File: src/rtl/ifid_skid_reg.sv
// ----------------------------------------------------------------------------
// ifid_skid_reg
//
// IF/ID pipeline register with a two-entry skid buffer. Fetch pushes
// {pc, instr} pairs with a valid/ready handshake and decode pops them the same
// way. Entries leave in strict FIFO order. A flush squashes every entry, and
// the decode side sees NOP_INSTR whenever no valid entry is held. The hazard
// unit's stall flag is passed through one register stage.
//
// Ports:
//   clk        rising-edge clock
//   rst        asynchronous reset, active low
//   in_valid   fetch presents a valid PC/instruction
//   in_ready   buffer can accept an entry this cycle (depends on state only)
//   in_pc      PC+2 from fetch
//   in_instr   fetched instruction
//   out_valid  head entry is valid
//   out_ready  decode consumes the head entry this cycle
//   out_pc     head entry PC
//   out_instr  head entry instruction, or NOP_INSTR when out_valid is low
//   flush      synchronous squash of all entries
//   stall_in   stall flag from the hazard unit
//   stall_out  stall_in delayed by one clock
//   occupancy  number of valid entries, 0..2
// ----------------------------------------------------------------------------
module ifid_skid_reg #(
  parameter int unsigned          PC_W      = 16,
  parameter int unsigned          INSTR_W   = 16,
  parameter logic [INSTR_W-1:0]   NOP_INSTR = 16'h0800
) (
  input  logic               clk,
  input  logic               rst,
  input  logic               in_valid,
  output logic               in_ready,
  input  logic [PC_W-1:0]    in_pc,
  input  logic [INSTR_W-1:0] in_instr,
  output logic               out_valid,
  input  logic               out_ready,
  output logic [PC_W-1:0]    out_pc,
  output logic [INSTR_W-1:0] out_instr,
  input  logic               flush,
  input  logic               stall_in,
  output logic               stall_out,
  output logic [1:0]         occupancy
);

  // The state encoding doubles as the entry count.
  typedef enum logic [1:0] {
    EMPTY = 2'd0,
    ONE   = 2'd1,
    FULL  = 2'd2
  } state_t;

  state_t             state_r;
  logic [PC_W-1:0]    head_pc_r;
  logic [INSTR_W-1:0] head_instr_r;
  logic [PC_W-1:0]    skid_pc_r;
  logic [INSTR_W-1:0] skid_instr_r;
  logic               stall_r;

  logic               push_s;
  logic               pop_s;

  // Handshake decode: in_ready comes only from the state register, so no
  // combinational path runs from out_ready or in_valid to in_ready.
  always_comb begin
    in_ready  = (state_r != FULL);
    out_valid = (state_r != EMPTY);
    push_s    = in_valid & in_ready;
    pop_s     = out_valid & out_ready;
  end

  // Output presentation: stale head data is masked with NOP when invalid.
  always_comb begin
    out_pc    = head_pc_r;
    occupancy = state_r;
    stall_out = stall_r;
    if (out_valid) begin
      out_instr = head_instr_r;
    end else begin
      out_instr = NOP_INSTR;
    end
  end

  // Buffer state machine, storage and stall passthrough.
  always_ff @(posedge clk or negedge rst) begin
    if (!rst) begin
      state_r      <= EMPTY;
      head_pc_r    <= '0;
      head_instr_r <= NOP_INSTR;
      skid_pc_r    <= '0;
      skid_instr_r <= NOP_INSTR;
      stall_r      <= 1'b0;
    end else begin
      stall_r <= stall_in;
      if (flush) begin
        // Same-cycle push is dropped; data registers keep stale contents.
        state_r <= EMPTY;
      end else begin
        case (state_r)
          EMPTY: begin
            if (push_s) begin
              state_r      <= ONE;
              head_pc_r    <= in_pc;
              head_instr_r <= in_instr;
            end else begin
              state_r <= EMPTY;
            end
          end
          ONE: begin
            if (push_s && pop_s) begin
              // Head is consumed and replaced in the same cycle.
              head_pc_r    <= in_pc;
              head_instr_r <= in_instr;
            end else if (push_s) begin
              state_r      <= FULL;
              skid_pc_r    <= in_pc;
              skid_instr_r <= in_instr;
            end else if (pop_s) begin
              state_r <= EMPTY;
            end else begin
              state_r <= ONE;
            end
          end
          FULL: begin
            // No push can arrive here because in_ready is low.
            if (pop_s) begin
              state_r      <= ONE;
              head_pc_r    <= skid_pc_r;
              head_instr_r <= skid_instr_r;
            end else begin
              state_r <= FULL;
            end
          end
          default: begin
            state_r <= EMPTY;
          end
        endcase
      end
    end
  end

endmodule

File: config.mk
export PLATFORM = sky130hd
export DESIGN_NAME = ifid_skid_reg
export DESIGN_NICKNAME = d
export VERILOG_FILES = /design/src/rtl/ifid_skid_reg.sv
export SDC_FILE = /design/constraint.sdc
export NUM_CORES = 1
export LEC_CHECK = 0
export ABC_AREA = 0
export CAP_MARGIN = 5
export CORE_UTILIZATION = 50
export DETAILED_ROUTE_END_ITERATION = 8
export PLACE_DENSITY_LB_ADDON = 0.25
export SYNTH_ARGS = -nofsm -noshare
export SYNTH_HDL_FRONTEND = slang
export SYNTH_SLANG_ARGS = --single-unit
export TNS_END_PERCENT = 1
File: constraint.sdc
create_clock -name clk -period 1.87 [get_ports clk]
set_input_delay 0.187 -clock clk [delete_from_list [all_inputs] [get_ports clk]]
set_output_delay 0.187 -clock clk [all_outputs]
set_load 0.03 [all_outputs]
# Yosys cells after proc, flatten, opt, wreduce, memory -nomap -nowiden
# Cells that the tools add are included.
[totals] reg_bits=67 out_inout_bits=37 elab_cells=39
[op_classes] eq_ne=7 mux=16 bitwise=4 n_reduce_logical=6
[op_table] op="$mux W16" n=7
[op_table] op="$pmux W16 S3" n=2
[op_table] op="$mux W2" n=4
[op_table] op="$ne A2 B2 Y1 const B" n=4
[op_table] op="$pmux W2 S3" n=1
[op_table] op="$reduce_and A5 Y1" n=1
[op_table] op="$reduce_and A4 Y1" n=1
[op_table] op="$ne A3 B3 Y1 const B" n=1
[op_table] op="$reduce_bool A3 Y1" n=1
[op_table] op="$and A1 B1 Y1" n=2
[op_table] op="$eq A2 B1 Y1 const B" n=1
[op_table] op="$eq A2 B2 Y1 const B" n=1
[op_table] op="$logic_not A2 Y1" n=1
[op_table] op="$mux W1" n=2
[op_table] op="$not A1 Y1" n=2
[op_table] op="$reduce_bool A2 Y1" n=1
[op_table] op="$logic_and A1 B1 Y1" n=1

# Logic depth before layout (Yosys ltp)
# Gate-level depths: netlist of the first run.
[depth] depth_word=7 ltp_mapped=5 mapped_depth_nobuf=3

# Worst setup path before layout of the first run
# Ideal clock, no wire load.
[synth_path] path_type="register to register" start="register state_r[0], in the netlist occupancy[0]" end="register head_pc_r[2], in the netlist out_pc[2]" n_path_buf=2 path_stages_with_launch=6 required_time_ns=1.745 period_less_slack_ns=1.841 setup_slack_ns=0.029 setup_time_ns=0.125 arrival_time_ns=1.716 path_cell_list="dfrtp_1 nand2b_1 buf_2 buf_6 mux2_2 mux2_4"
[synth_via] elab_chain_len=5
[synth_rtl] item="start, declared" line_no="54" source="state_t state_r;"
[synth_rtl] item="start signal, assigned" line_no="88" source="state_r <= EMPTY;"
[synth_rtl] item="start signal, assigned" line_no="98" source="state_r <= EMPTY;"
[synth_rtl] item="start signal, assigned" line_no="103" source="state_r <= ONE;"
[synth_rtl] item="$ne A2 B2 Y1 (*)" line_no="67" source="in_ready = (state_r != FULL);"
[synth_rtl] item="net in_ready" line_no="34" source="output logic in_ready,"
[synth_rtl] item="$and A1 B1 Y1 (*)" line_no="69" source="push_s = in_valid & in_ready;"
[synth_rtl] item="$logic_and A1 B1 Y1" line_no="111" source="if (push_s && pop_s) begin"
[synth_rtl] item="$ne A2 B2 Y1 (no line)"
[synth_rtl] item="$reduce_and A5 Y1 (no line) (*)"
[synth_rtl] item="end signal, assigned" line_no="104" source="head_pc_r <= in_pc;"
[synth_rtl] item="end signal, assigned" line_no="113" source="head_pc_r <= in_pc;"
[synth_rtl] item="end signal, assigned" line_no="129" source="head_pc_r <= skid_pc_r;"
[synth_rtl] item="end, declared" line_no="55" source="logic [PC_W-1:0] head_pc_r;"
# Mark *: on every way through the listed nets, which the timed path passes. The rest lies on a longest branch.
# A chain may end at the register's enable or synchronous reset.

# Worst setup path after layout of the first run
[layout_path] start="register state_r[0], in the netlist occupancy[0]" end="output occupancy[0]"
[layout_rtl] item="end, declared" line_no="44" source="output logic [1:0] occupancy"
# No word-level cell between the ends.

==> impl_results.md, run 1 <==
- Remaining DRCs: 0
- Slew @ Worst Pin: 369.0 ps
- FILL cells: 416
- Worst Setup Start Kind: register
- RSZ-0062 raised after global routing: false
- I/O Pins: 75
- Post-CTS Setup Bufs: 0
- Critical path type: register to primary output
- Vias in the first global route: 2061
- Commonest non-fill, non-tap cells in the layout: mux2_2 (66), dfrtp_1 (65), clkdlybuf4s50_1 (55), mux2_4 (30), nor2b_1 (15)
- TritonRoute pass-1 iters: 3
- Met3 WL post-DR: 387 um
- Cell variety after synth: 23
- Initial DRC Count: 90
- Endpoints failing hold: 0
- Worst VDD drop: 0.6080 mV
- Htree depth: 3
- Crit path max-delay family: buffers and inverters
- Antenna fix cells: 0
- Tcrit/Tclk final: 0.9205
- Grt ovf: 0
- DP Wirelength: 4072 um
- Placement Setup Slack: 58.66 ps
- Clock Pin Slew Worst Setup and Hold Paths: 70 ps
- Synth top area cells: dfrtp_1 (51%), mux2_2 (23%), mux2_4 (14%), nor2b_1 (2.9%), buf_12 (1.9%)
- Seq/Total Area, Yosys: 0.5228
- Status: finished clean
- Leading area contributor after synthesis: dfrtp_1
- Overall Global Routing Usage: 0.2100
- CTS tree: done
- Min Tclk post-route: 1721 ps
- Post-synthesis cell count: 206
- Cell breakdown of the critical path: buf_4 -> clkdlybuf4s50_1
- Final setup viols: 0
- Root buf cell: clkbuf_8
- Top layer in use: met4
- Slew HR: 0.7540
- Die H: 82.15 um
- Synth-to-Final Area Change: 34.13%
- Initial antenna violation count: 0
- Port buffer count: 74
- Most common cell after layout, fill and taps aside: mux2_2
- CP max stage delay: 680 ps
- Layout cells sized above 1: 0.4597
- #FFs+latches synth: 67
- Placer congestion estimate: 0.8376
- Die area: 6748 um2
- Routed via count: 1910
- FP Rows: 28
- Required time of the critical path: 1680 ps
- P per Cell Area: 1034 nW/um2
- CP max stage cell: clkdlybuf4s50_1
- Core Util, Final: 0.7108
- Die Wd: 82.15 um
- Post-Syn Area per Cell: 15.59 um2
- Final TNS setup: 0 ps
- Max Cap Viol: 0
- Synth Cell Area: 3212 um2
- Total number of yosys warnings: 0
- Synth async-reset ratio: 1.000
- Global-route wire length before repair: 10120 um
- Initial Utilization: 0.5299
- Leak Pwr: 1.969 nW
- Clock sinks: 67
- Clk_skew: 12.49 ps
- Vias per inst: 5.121
- Core area: 6061 um2
- CP Buf/Inv Count: 2
- Post-Route WL: 6154 um
- Main flop type after synthesis: dfrtp_1
- HP Class: input pin to register
- Worst-Skew Late Latency: 340 ps
- Syn Nets: 244
- Wirelength per Cell: 16.50 um
- WP data arrival: 1530 ps
- Setup crit end kind: primary output
- CTS buffer count: 9
- Met2 routed WL: 2919 um
- ANT nets after route: 0
- Fin. max-slew vios: 0
- Highest clock rate: 580.9 MHz
- Nets: 331
- Final WS setup: 148.6 ps
- Yosys top cell area share: 0.5064
- EDFF count, synth: 0
- Worst-case clock buffer depth: 2
- Largest net degree at the start of global routing: 68
- Met1 Wirelength: 2798 um
- CP max FO: 7
==> layer usage <==
metal | vias up | track usage
met5 | - | 0
met4 | 0 | 0.06140
met3 | 4 | 0.08352
met2 | 56 | 0.3314
met1 | 949 | 0.2662
li1 | 901 | -
==> where the power goes <==
group	leakage, nW	internal, mW	switching, mW	total [mW]
combinational	1.06	0.709	0.531	1.24
clock	0.106	0.687	0.540	1.23
sequential	0.805	1.81	0.177	1.98
total	1.97	3.20	1.25	4.45
==> metrics by stage <==
| step | hold WS [ps] | instances | cell area [um2] | power, mW |
|---|---|---|---|---|
| finish | 300.3 | 373 | 4308 | 4.453 |
| global route | 283.7 | 373 | 4308 | 4.678 |
| CTS | 295.1 | 373 | 4303 | 4.493 |
| detailed placement | 234.0 | 356 | 4104 | 3.285 |
| global placement | 237.6 | 356 | 4104 | 3.237 |
| floorplan | -108.6 | 206 | 3212 | 2.786 |
==> worst paths after layout <==
kind	slack (ps)	start	to	cells after the start
worst min register to register	500	head_instr_r[0]	head_instr_r[0]	1
max in group asynchronous	1140	rst	skid_instr_r[11]	3
worst min-delay path	300	stall_in	stall_out	1
worst max-delay path	150	occupancy[0]	occupancy[0]	2
min in group asynchronous	380	rst	out_pc[6]	3
worst max register to register	170	occupancy[1]	out_pc[11]	5
==> synth_stat cells, types with 2 or more instances <==
cell type	count
dfstp_2	2
nand2_1	2
mux2_4	30
mux2_2	66
buf_6	3
buf_12	3
nor2_1	3
buf_2	4
nor2b_1	15
dfrtp_1	65
==> timing repair <==
item / 4_1_cts / 5_1_grt
hold buffers: 1 / 0
pin swaps: 0 / 0
resized for setup: 15 / 2
hold endpoints to repair: 65 / 0
endpoints found under the setup margin: 16 / 2
==> kinds of logic (layout without fill, tap and decap cells) <==
| kind of cell | Yosys count | count (layout) | share of synthesized area |
|---|---|---|---|
| AND/OR/NAND/NOR | 26 | 26 | 0.05104 |
| multiplexers | 97 | 97 | 0.3748 |
| buffers and inverters | 12 | 104 | 0.03779 |
| AO/OA/AOI/OAI | 4 | 4 | 0.01363 |
| flip-flops | 67 | 67 | 0.5228 |
==> sequential cells by signal, summed over array words and instances, names as in the netlist <==
register	cells
head_instr_r	16
skid_instr_r	16
stall_out	1
occupancy	2
out_pc	16
skid_pc_r	16
==> layout make-up <==
| type | instances | area, um2 | share of cell area |
|---|---|---|---|
| Tap cell | 75 | 93.84 | 0.02178 |
| Sequential cell | 67 | 1679 | 0.3898 |
| Multi-Input combinational cell | 127 | 1421 | 0.3299 |
| Inverter | 1 | 3.754 | 0.0008713 |
| Clock buffer | 12 | 155.1 | 0.03602 |
| Timing Repair Buffer | 87 | 905.9 | 0.2103 |
| Clock inverter | 4 | 48.80 | 0.01133 |
==> worst reg2reg max path, cell delays in order, from the launching register on <==
cell and delay [ps]:
dfrtp_1 390, buf_4 170, mux2i_1 160, o31ai_4 310, buf_12 230, mux2_4 330
Power figures use the tool's default switching activity.
==> run 2, diff against run 1 <==
==> constraint.sdc (replaced) <==
create_clock -name clk -period 1.87 [get_ports clk]
set_input_delay 0.187 -clock clk [delete_from_list [all_inputs] [get_ports clk]]
set_output_delay 0.187 -clock clk [all_outputs]
set_load 0.02 [all_outputs]
==> run 2 against run 1 <==
  * Clock power rose by 31%
  * Clock-buffer cell count fell by 2
  * Via count fell by 1.3%
  * Maximum frequency fell by 4.5%
  * First-iteration DRC count fell by 21%
  * Sequential share of layout area fell by 0.35 points
  * Die area did not move
  * Critical endpoint is now out_instr[11]
==> impl_results.md, run 2 (synthesized netlist as in run 1, its figures left out) <==
- Fin. max-slew vios: 0 (unchanged)
- Highest clock rate: 554.9 MHz (was 580.9 MHz)
- R2r startpoint: occupancy[1] (unchanged)
- Overall Global Routing Usage: 0.2079 (was 0.2100)
- HP Class: input pin to register (unchanged)
- Worst Setup Start Kind: register (unchanged)
- Layout cells sized above 1: 0.4600 (was 0.4597)
- WHS Path Cells: 1 (unchanged)
- Cell Area, Placed: 4071 um2 (was 4104 um2)
- Root buf cell: clkbuf_8 (unchanged)
- Hold EP: stall_out (unchanged)
- Critical path type: register to primary output (unchanged)
- Initial antenna violation count: 0 (unchanged)
- Grt ovf: 0 (unchanged)
- Vias per inst: 5.027 (was 5.121)
- CP max FO: 17 (was 7)
- Clk_skew: 5.793 ps (was 12.49 ps)
- Status: finished clean (unchanged)
- Design area: 4350 um2 (was 4308 um2)
- Htree depth: 3 (unchanged)
- Placer congestion estimate: 0.7763 (was 0.8376)
- Endpoints failing hold: 0 (unchanged)
- Worst-Skew Late Latency: 340 ps (about the same)
- FP Rows: 28 (unchanged)
- Die area: 6748 um2 (unchanged)
- Required time of the critical path: 1680 ps (about the same)
- Seq. cell area: 1680 um2 (was 1679 um2)
- Initial Utilization: 0.5299 (unchanged)
- Slew @ Worst Pin: 324.0 ps (was 369.0 ps)
- Post-Route WL: 6138 um (was 6154 um)
- Hold wc startpoint: stall_in (unchanged)
- Die Wd: 82.15 um (unchanged)
- Clock Pin Slew Worst Setup and Hold Paths: 70 ps (about the same)
- Final TNS setup: 0 ps (unchanged)
- R2r worst-path depth: 5 (unchanged)
- Core area: 6061 um2 (unchanged)
- Reg2reg end: out_pc[12] (was out_pc[11])
- Multi-input gate area: 1419 um2 (was 1421 um2)
- Leak Pwr: 1.963 nW (was 1.969 nW)
- Most common cell after layout, fill and taps aside: mux2_2 (unchanged)
- Final WS setup: 67.89 ps (was 148.6 ps)
- Die H: 82.15 um (unchanged)
- Commonest non-fill, non-tap cells in the layout: mux2_2 (66), dfrtp_1 (64), clkdlybuf4s50_1 (56), mux2_4 (30), dlygate4sd2_1 (17) (was mux2_2 (66), dfrtp_1 (65), clkdlybuf4s50_1 (55), mux2_4 (30), nor2b_1 (15))
- Remaining DRCs: 0 (unchanged)
- CTS buffer count: 9 (unchanged)
- Synth-to-Final Area Change: 35.45% (was 34.13%)
- Slew HR: 0.7778 (was 0.7540)
- TritonRoute pass-1 iters: 6 (was 3)
- Reg2Reg Setup Slack: 140 ps (was 170 ps)
- Placement Setup Slack: 38.36 ps (was 58.66 ps)
- DP Wirelength: 4040 um (was 4072 um)
- Antenna fix cells: 0 (unchanged)
- Setup crit end kind: primary output (unchanged)
- Vias in the first global route: 2045 (was 2061)
- Max Cap Viol: 0 (unchanged)
- Wirelength per Cell: 16.37 um (was 16.50 um)
- P per Cell Area: 1087 nW/um2 (was 1034 nW/um2)
- Routed via count: 1885 (was 1910)
- Clock sinks: 67 (unchanged)
- I/O Pins: 75 (unchanged)
- Min Tclk post-route: 1802 ps (was 1721 ps)
- Final setup viols: 0 (unchanged)
- Tcrit/Tclk final: 0.9637 (was 0.9205)
- Worst-case clock buffer depth: 2 (unchanged)
- CTS tree: done (unchanged)
- WP data arrival: 1620 ps (was 1530 ps)
- Worst VDD drop: 0.7979 mV (was 0.6080 mV)
- Largest net degree at the start of global routing: 68 (unchanged)
- Port buffer count: 74 (unchanged)
- ANT nets after route: 0 (unchanged)
- Global-route wire length before repair: 10090 um (was 10120 um)
- Nets: 333 (was 331)
- FILL cells: 427 (was 416)
- Initial DRC Count: 71 (was 90)
- RSZ-0062 raised after global routing: false (unchanged)
run 2: cell count changes in the layout (fill, tap and decap cells not counted), sizes merged:
cell and change:
bufinv +3, dlygate4sd2 +3, clkbuf -2, clkinv -2, dlymetal6s2s -2, clkdlybuf4s50 +1, clkinvlp +1
run 2: what timing repair did:
| item | 4_1_cts | 5_1_grt |
|---|---|---|
| resized for setup | 18 | 0 |
| hold buffers | 1 | 0 |
| endpoints found under the hold margin | 65 | 0 |
| setup endpoints to repair | 17 | 1 |
| pin swaps | 0 | 0 |
| buffers inserted | 0 | 2 |
run 2: critical path, cell delays in order (launching register included):
cell           delay [ps]
dfrtp_2               420
nor2_1                 60
buf_4                 190
or2_2                 290
dlygate4sd2_1         320
run 2: area by class of cell:
type / count / share of cell area
flip-flops and latches: 67 / 0.3863
multi-input cells: 127 / 0.3261
repair buffers: 89 / 0.2022
clock buffers: 10 / 0.03164
clock inverters: 6 / 0.03135
well taps: 75 / 0.02157
inverters: 1 / 0.0008628
run 2: worst max path at each step:
stage,from,end,slack (ps),depth (start not counted)
floorplan,occupancy[0],out_pc[2],120,5
global placement,flush,out_pc[12],90,5
detailed placement,out_ready,out_pc[14],40,5
CTS,occupancy[1],out_instr[11],20,4
global route,occupancy[1],out_instr[11],0.7,4
finish,occupancy[1],out_instr[11],70,4
run 2: routing by layer:
| layer | GRT usage | wire, um | vias to the layer above |
|---|---|---|---|
| met5 | 0 | 0 | - |
| met4 | 0.07018 | 95 | 0 |
| met3 | 0.07033 | 337 | 9 |
| met2 | 0.3289 | 2873 | 54 |
| met1 | 0.2676 | 2831 | 923 |
| li1 | - | - | 899 |
run 2: report_power, final:
group | internal [mW] | switching (mW) | total [mW]
combinational | 0.697 | 0.433 | 1.13
sequential | 1.81 | 0.176 | 1.98
clock | 1.06 | 0.555 | 1.61
total | 3.56 | 1.16 | 4.73
run 2: stage by stage:
stage / utilization / power [mW] / std cells / hold WS (ps)
2_1_floorplan: - / 2.693 / 206 / -108.6
3_3_place_gp: 0.6718 / 3.131 / 356 / 235.0
3_5_place_dp: 0.6718 / 3.175 / 356 / 230.7
4_1_cts: 0.7153 / 4.776 / 373 / 290.9
5_1_grt: 0.7178 / 4.956 / 375 / 290.6
6_report: 0.7178 / 4.727 / 375 / 302.0
==> run 3, diff against run 2 <==
RECOVER_POWER = 100   (was not set)
==> run 3 against run 2 <==
  * Global-route usage unchanged
  * Combinational power fell by 5%
  * Register-to-register slack barely moved
  * Largest cell class unchanged
  * Setup slack improved by 0.73 ps
  * Critical endpoint unchanged
  * Highest routed layer unchanged
  * First-iteration DRC count is 2.8% higher
==> impl_results.md, run 3 (synthesized netlist as in run 1, its figures left out) <==
- Status: finished clean (unchanged)
- Reg2reg end: head_instr_r[8] (was out_pc[12])
- Final TNS setup: 0 ps (unchanged)
- Fin. max-slew vios: 0 (unchanged)
- Post-Route WL: 6126 um (was 6138 um)
- Global-route wire length before repair: 10090 um (unchanged)
- Commonest non-fill, non-tap cells in the layout: mux2_2 (66), dfrtp_1 (64), clkdlybuf4s50_1 (36), mux2_4 (23), dlygate4sd3_1 (21) (was mux2_2 (66), dfrtp_1 (64), clkdlybuf4s50_1 (56), mux2_4 (30), dlygate4sd2_1 (17))
- Min Tclk post-route: 1801 ps (was 1802 ps)
- Layout cells sized above 1: 0.4300 (was 0.4600)
- Cell Int Power: 3.502 mW (was 3.564 mW)
- Htree depth: 3 (unchanged)
- Design area: 4288 um2 (was 4350 um2)
- Initial Utilization: 0.5299 (unchanged)
- CP max FO: 17 (unchanged)
- RSZ-0062 raised after global routing: false (unchanged)
- Hold EP: stall_out (unchanged)
- Grt ovf: 0 (unchanged)
- Slew @ Worst Pin: 894.0 ps (was 324.0 ps)
- R2r worst-path depth: 4 (was 5)
- Seq. cell area: 1680 um2 (unchanged)
- Leak Pwr: 1.937 nW (was 1.963 nW)
- Slew HR: 0.4040 (was 0.7778)
- Tcrit/Tclk final: 0.9633 (was 0.9637)
- P per Cell Area: 1086 nW/um2 (was 1087 nW/um2)
- Seq pwr share: 0.425 (was 0.420)
- Clock sinks: 67 (unchanged)
- Vias in the first global route: 2045 (unchanged)
- FP Rows: 28 (unchanged)
- Crit path max-delay family: buffers and inverters (unchanged)
- Die H: 82.15 um (unchanged)
- HP Class: input pin to register (unchanged)
- Cell breakdown of the critical path: nor2_1 -> buf_4 -> or2_2 -> dlygate4sd2_1 (unchanged)
- Highest clock rate: 555.1 MHz (was 554.9 MHz)
- Setup crit end kind: primary output (unchanged)
- Most common cell after layout, fill and taps aside: mux2_2 (unchanged)
- Initial antenna violation count: 0 (unchanged)
- Synth-to-Final Area Change: 33.50% (was 35.45%)
- Remaining DRCs: 0 (unchanged)
- Reg2Reg Setup Slack: 130 ps (was 140 ps)
- Largest net degree at the start of global routing: 68 (unchanged)
- Worst-case clock buffer depth: 2 (unchanged)
- Die area: 6748 um2 (unchanged)
- ANT nets after route: 0 (unchanged)
- CP Buf/Inv Count: 2 (unchanged)
- Die Wd: 82.15 um (unchanged)
- FILL cells: 442 (was 427)
- Worst Setup Start Kind: register (unchanged)
- Endpoints failing hold: 0 (unchanged)
- Cell Area, Placed: 4071 um2 (unchanged)
- WP data arrival: 1610 ps (was 1620 ps)
- Root buf cell: clkbuf_8 (unchanged)
- CTS tree: done (unchanged)
- Worst-Skew Late Latency: 340 ps (about the same)
- CP max stage delay: 420 ps (about the same)
- Multi-input gate area: 1388 um2 (was 1419 um2)
- I/O Pins: 75 (unchanged)
- Hold wc startpoint: stall_in (unchanged)
- Switch Pwr: 1.157 mW (was 1.163 mW)
- Required time of the critical path: 1680 ps (about the same)
- Non-filler instance count after layout: 375 (unchanged)
- Wirelength per Cell: 16.34 um (was 16.37 um)
- Overall Global Routing Usage: 0.2079 (unchanged)
- Final setup viols: 0 (unchanged)
- Clock Pin Slew Worst Setup and Hold Paths: 70 ps (about the same)
- DP Wirelength: 4040 um (unchanged)
- Core area: 6061 um2 (unchanged)
- Initial DRC Count: 73 (was 71)
- R2r startpoint: occupancy[1] (unchanged)
- Hold_ws: 419.1 ps (was 302.0 ps)
- Routed via count: 1912 (was 1885)
- Tot Pwr: 4.659 mW (was 4.727 mW)
- Max Cap Viol: 0 (unchanged)
- Sw Ratio: 0.2483 (was 0.2461)
- Nets: 333 (unchanged)
- CTS buffer count: 9 (unchanged)
- CP max stage cell: dfrtp_2 (unchanged)
- Vias per inst: 5.099 (was 5.027)
- Port buffer count: 74 (unchanged)
- Critical path type: register to primary output (unchanged)
- Worst VDD drop: 0.7991 mV (was 0.7979 mV)
- Dpl cells: 356 (unchanged)
- TritonRoute pass-1 iters: 4 (was 6)
- Comb pwr share: 0.229 (was 0.239)
- Clk_skew: 6.714 ps (was 5.793 ps)
- Clock share of power: 0.347 (was 0.341)
- WHS Path Cells: 1 (unchanged)
- Placer congestion estimate: 0.7763 (unchanged)
- Antenna fix cells: 0 (unchanged)
==> run 3: area by class of cell <==
class,count,area share
clock buffers,10,0.03210
clock inverters,6,0.03181
inverters,1,0.0008754
multi-input cells,127,0.3236
flip-flops and latches,67,0.3919
well taps,75,0.02189
repair buffers,89,0.1978
==> run 3: worst max path at each step <==
| stage | startpoint | endpoint | slack (ps) | depth (start not counted) |
|---|---|---|---|---|
| 2_1_floorplan | occupancy[0] | out_pc[2] | 120 | 5 |
| 3_3_place_gp | flush | out_pc[12] | 90 | 5 |
| 3_5_place_dp | out_ready | out_pc[14] | 40 | 5 |
| 4_1_cts | occupancy[1] | out_instr[11] | 20 | 4 |
| 5_1_grt | occupancy[1] | out_instr[11] | 0.7 | 4 |
| 6_report | occupancy[1] | out_instr[11] | 70 | 4 |
==> run 3: timing repair <==
item | in CTS | in global routing
buffers inserted | 0 | 2
hold buffers | 1 | 0
gates cloned | 0 | 0
hold endpoints to repair | 65 | 0
gates resized for setup | 18 | 0
endpoints found under the setup margin | 17 | 1
==> run 3: per-stage QoR <==
step / util / setup WS, ps
after floorplan: - / 119.0
after global routing: 0.7075 / 0.7162
after global placement: 0.6718 / 88.13
final: 0.7075 / 68.61
after detailed placement: 0.6718 / 38.36
after CTS: 0.7153 / 21.85
==> run 3: worst reg2reg max path, cell delays in order, from the launching register on <==
cell	delay (ps)
dfrtp_2	440
nand2b_2	120
clkbuf_2	370
mux2_2	390
mux2_1	300
==> run 3: power groups by stage <==
stage	clock (mW)	combinational, mW	sequential [mW]
final	1.61	1.07	1.98
after global placement	0	1.14	1.99
after detailed placement	0	1.17	2.01
after global routing	1.71	1.15	2.03
after floorplan	0	0.637	2.06
after CTS	1.65	1.14	1.99
==> run 3: layer usage <==
| layer | GRT usage | vias up | share of wire |
|---|---|---|---|
| met4 | 0.07018 | 0 | 0.017 |
| met3 | 0.07033 | 11 | 0.051 |
| met5 | 0 | - | 0 |
| met2 | 0.3289 | 59 | 0.48 |
| met1 | 0.2676 | 941 | 0.46 |
| li1 | - | 901 | - |
